$ cat src/rtl/dmem_arbiter.sv
`default_nettype none
// ============================================================================
// Module   : dmem_arbiter
// Purpose  : Round-robin two-master arbiter in front of the data-memory SRAM
//            controller, with a watchdog that converts a lost ack into an error.
// Revision : 1.0 - initial release
// ============================================================================
module dmem_arbiter #(
    parameter int TIMEOUT_CYC = 255,
    parameter int CNT_W       = 8
) (
    input  logic        clk,
    input  logic        rst,
    input  logic        m0_req,
    input  logic        m0_wr,
    input  logic [15:0] m0_addr,
    input  logic [31:0] m0_wdata,
    input  logic [3:0]  m0_bmask,
    output logic [31:0] m0_rdata,
    output logic        m0_ack,
    output logic        m0_err,
    input  logic        m1_req,
    input  logic        m1_wr,
    input  logic [15:0] m1_addr,
    input  logic [31:0] m1_wdata,
    input  logic [3:0]  m1_bmask,
    output logic [31:0] m1_rdata,
    output logic        m1_ack,
    output logic        m1_err,
    output logic [15:0] s_addr,
    output logic [31:0] s_wdata,
    output logic [3:0]  s_bmask,
    output logic        s_wren,
    output logic        s_rden,
    input  logic [31:0] s_rdata,
    input  logic        s_ack,
    output logic        busy
);

    localparam logic [1:0] c_idle = 2'd0;
    localparam logic [1:0] c_busy = 2'd1;
    localparam logic [1:0] c_resp = 2'd2;

    localparam logic [CNT_W-1:0] c_timeout_last = CNT_W'(TIMEOUT_CYC - 1);
    localparam logic [CNT_W-1:0] c_cnt_one      = CNT_W'(1);

    logic [1:0]       r_state;
    logic             r_last_grant;
    logic             r_gnt;
    logic             r_wr;
    logic [15:0]      r_addr;
    logic [31:0]      r_wdata;
    logic [3:0]       r_bmask;
    logic [31:0]      r_rdata;
    logic             r_err;
    logic [CNT_W-1:0] r_cnt;

    logic w_pick;
    logic w_in_busy;
    logic w_resp0;
    logic w_resp1;

    // Under contention the master that did not win last time is served.
    assign w_pick = (m0_req && m1_req) ? ~r_last_grant : m1_req;

    always_ff @(posedge clk) begin
        if (rst) begin
            r_state      <= c_idle;
            r_last_grant <= 1'b1;
            r_gnt        <= 1'b0;
            r_wr         <= 1'b0;
            r_addr       <= '0;
            r_wdata      <= '0;
            r_bmask      <= '0;
            r_rdata      <= '0;
            r_err        <= 1'b0;
            r_cnt        <= '0;
        end else begin
            case (r_state)
                c_idle: begin
                    if (m0_req || m1_req) begin
                        r_gnt   <= w_pick;
                        r_wr    <= w_pick ? m1_wr    : m0_wr;
                        r_addr  <= w_pick ? m1_addr  : m0_addr;
                        r_wdata <= w_pick ? m1_wdata : m0_wdata;
                        r_bmask <= w_pick ? m1_bmask : m0_bmask;
                        r_cnt   <= '0;
                        r_state <= c_busy;
                    end
                end
                c_busy: begin
                    if (s_ack) begin
                        r_rdata <= s_rdata;
                        r_err   <= 1'b0;
                        r_state <= c_resp;
                    end else if (r_cnt == c_timeout_last) begin
                        r_rdata <= '0;
                        r_err   <= 1'b1;
                        r_state <= c_resp;
                    end else begin
                        r_cnt <= r_cnt + c_cnt_one;
                    end
                end
                c_resp: begin
                    r_last_grant <= r_gnt;
                    r_state      <= c_idle;
                end
                default: r_state <= c_idle;
            endcase
        end
    end

    // Outputs decode from registered state only, so they never depend on inputs.
    assign w_in_busy = (r_state == c_busy);
    assign w_resp0   = (r_state == c_resp) && !r_gnt;
    assign w_resp1   = (r_state == c_resp) && r_gnt;

    assign busy    = (r_state != c_idle);
    assign s_wren  = w_in_busy && r_wr;
    assign s_rden  = w_in_busy && !r_wr;
    assign s_addr  = w_in_busy ? r_addr  : '0;
    assign s_wdata = w_in_busy ? r_wdata : '0;
    assign s_bmask = w_in_busy ? r_bmask : '0;

    assign m0_ack   = w_resp0;
    assign m0_err   = w_resp0 && r_err;
    assign m0_rdata = w_resp0 ? r_rdata : '0;
    assign m1_ack   = w_resp1;
    assign m1_err   = w_resp1 && r_err;
    assign m1_rdata = w_resp1 ? r_rdata : '0;

endmodule
`default_nettype wire

$ cat config.mk
export PLATFORM = sky130hd
export DESIGN_NAME = dmem_arbiter
export DESIGN_NICKNAME = d
export VERILOG_FILES = /design/src/rtl/dmem_arbiter.sv
export SDC_FILE = /design/constraint.sdc
export NUM_CORES = 1
export LEC_CHECK = 0
export BUFFER_PORTS_ARGS = -buffer_cell sky130_fd_sc_hd__buf_4
export CAP_MARGIN = 25
export CORE_AREA = 2 2 135 137
export CTS_CLUSTER_SIZE = 25
export DETAILED_ROUTE_END_ITERATION = 10
export DIE_AREA = 0 0 137 139
export GPL_TIMING_DRIVEN = 0
export SYNTH_ARGS = -nofsm -noshare
export SYNTH_HDL_FRONTEND = slang
export SYNTH_SLANG_ARGS = --single-unit
$ cat constraint.sdc
create_clock -name clk -period 2.54 [get_ports clk]
set_input_delay 0.381 -clock clk [delete_from_list [all_inputs] [get_ports clk]]
set_output_delay 0.381 -clock clk [all_outputs]
set_load 0.02 [all_outputs]
==> out/qor.yml <==
run_status: "completed"
htree_num_levels: 3
powerDensity_nw_per_um2: 519
dpl_worst_slack_ns: 0.453
synthMostInstantiatedCell: "and2_1"
power_frac_comb: 0.235
diodes: 0
synth_compound_area_frac: 0.214
fmax_ghz: 0.420
drt_first_pass_iters: 4
synth_cell_type_count: 40
drv_slew: 0
post-route-period-util: 0.937
fin_skew_ns: 0.00691
hold_viol_final: 0
wl_mm: 17.4
detail_route.wl_per_cell_um: 15.9
hp-class: "in -> reg"
synth_simple_gate_area_frac: 0.241
rows: 49
setup_tns_ns: 0
fin_nets: 1009
cts_buffers: 9
grt_max_degree: 15
synth-edff-count: 0
yosysSeqAreaShare: 0.377
grt_pass1_vias: 4978
antenna_found_initial: 0
end_kind: "primary output"
cts_resized: 0
crit_type: "reg -> out"
muxShareOfSynthArea: 0.102
synth_top_area_cell: "dfxtp_1"
root_buffer: "clkbuf_16"
grt_setup_unrepaired: "false"
power_leakage_nw: 3.45
ys_top_cells_by_area: "dfxtp_1 38%, and2_1 15%, a211oi_2 10%"
switching_share: 0.287
syn_inst: 589
cts_tree: "yes"
antenna_left: 0
seqPwrFrac: 0.429
synth.ff_latch_count: 98
design_area_um2: 7760
cts.sinks: 98
ir_drop_uv: 313
syn-num-nets: 734
die_h_um: 139
p_clk_frac: 0.336
avgSynthCellArea_um2: 8.83
grt_pass1_wl_mm: 26.8
setup_ws_ns: 0.159
synthAdderAreaFrac: 0.00481
fp.coreArea_um2: 17700
worst_slew_pin_slew_ns: 0.708
yosys.area_share.xor_xnor: 0.00505
dp_hpwl_mm: 13.8
yosys-top-cells-count: "121 x and2_1, 98 x dfxtp_1, 58 x nor2_1, 53 x mux2i_1, 43 x a211oi_2"
layout-drive-gt1-share: 0.412
dpl_cell_area_um2: 7470
hold_buffers: 0
gr-usage-all-layers: 0.181
clk_pin_slew_ns: 0.07
crit_arrival_ns: 2.00
vias_per_cell: 4.66
io_pins: 266
fin_total_pwr_mw: 4.03
die_w_um: 137
synth_top_area_share: 0.377
drv_cap: 0
synthToLayoutAreaGrowth_pct: 49.1
io_buffers: 264
postCtsSetupRepairBufs: 0
internal-power_mw: 2.87
final-setup-viol-count: 0
synth_area_um2: 5200
startpoint_type: "register"
clock_latency_ns: 0.35
dieArea_um2: 19000
initial_core_util: 0.295
crit_path_max_fanout: 10
async_reset_ff_frac: 0
synth_top_flop_cell: "dfxtp_1"
fin_crit_ns: 2.38
synth_top_family_by_area: "simple AND/OR/NAND/NOR gates"
drc_errors: 0
maxSlewHeadroom: 0.528
grt-ovfl-total: 0
required_ns: 2.16
via_count: 5114
drt-initial-drc-count: 136
cts_buffer_depth: 2
place.gp.congestion: 0.810
switching_power_mw: 1.16
ys_warn_count: 0
==> area by class of cell <==
| cell class | count | area (µm²) |
|---|---|---|
| buffer | 52 | 282 |
| fill | 1805 | 9900 |
| clock buffer | 14 | 244 |
| tap | 229 | 287 |
| multi-input combinational | 435 | 2950 |
| clock inverter | 2 | 37.5 |
| inverter | 4 | 15.0 |
| sequential | 98 | 1960 |
| timing repair buffer | 264 | 1980 |
==> per-layer routing <==
metal | vias up | routed length, µm | track usage
li1 | 2573 | - | -
met1 | 2284 | 7240 | 0.224
met2 | 242 | 8090 | 0.303
met3 | 15 | 1880 | 0.0552
met4 | 0 | 209 | 0.0494
met5 | - | 0 | 0
==> cells in the final DEF (no fill, tap or decap), drive strengths merged, types with 4 or more instances in the layout <==
master / count
nor3: 5
a21oi: 40
buf: 293
and2: 121
dfxtp: 98
mux2i: 53
inv: 4
nor2: 60
clkbuf: 37
nand2: 33
nand3: 6
o21ai: 34
a211oi: 53
==> cell families after synthesis <==
family | count (synthesis)
mux | 53
flops | 98
fa+ha+maj | 2
buf+inv | 56
simple gates | 236
xor+xnor | 3
compound gates | 141
==> critical path, stage by stage, from the launching register on <==
cell and delay, ns:
dfxtp_1 0.39, nor2b_2 0.27, buf_2 0.27, clkbuf_1 0.34, and2_1 0.23, buf_4 0.16
==> through the flow <==
stage	utilization	hold WS (ns)	instances
after floorplan	-	0.457	589
after global placement	0.423	0.468	1082
after detailed placement	0.423	0.475	1082
after CTS	0.439	0.263	1098
after global routing	0.439	0.280	1098
final	0.439	0.279	1098
==> sequential cells by signal (all words and copies together) (netlist names) <==
signal	cells
r_gnt	1
r_state	2
r_bmask	4
r_rdata	32
r_last_grant	1
r_cnt	8
r_addr	16
r_wr	1
r_err	1
r_wdata	32
==> worst paths after layout <==
kind	from	endpoint	slack, ns	cells after the start
max reg2reg	r_cnt[0]	r_rdata[18]	0.83	7
max	r_state[0]	s_wdata[16]	0.16	5
min	s_rdata[5]	r_rdata[5]	0.28	3
min reg2reg	r_rdata[14]	r_rdata[14]	0.48	2
==> power by group through the flow <==
stage          Combinational (mW)  Sequential (mW)  Clock [mW]
2_1_floorplan               0.564             1.74           0
3_3_place_gp                0.954             1.76           0
3_5_place_dp                0.958             1.76           0
4_1_cts                     0.962             1.73        1.40
5_1_grt                      1.04             1.74        1.45
6_report                    0.947             1.73        1.35
No activity file was read; power rests on OpenSTA's default activity.
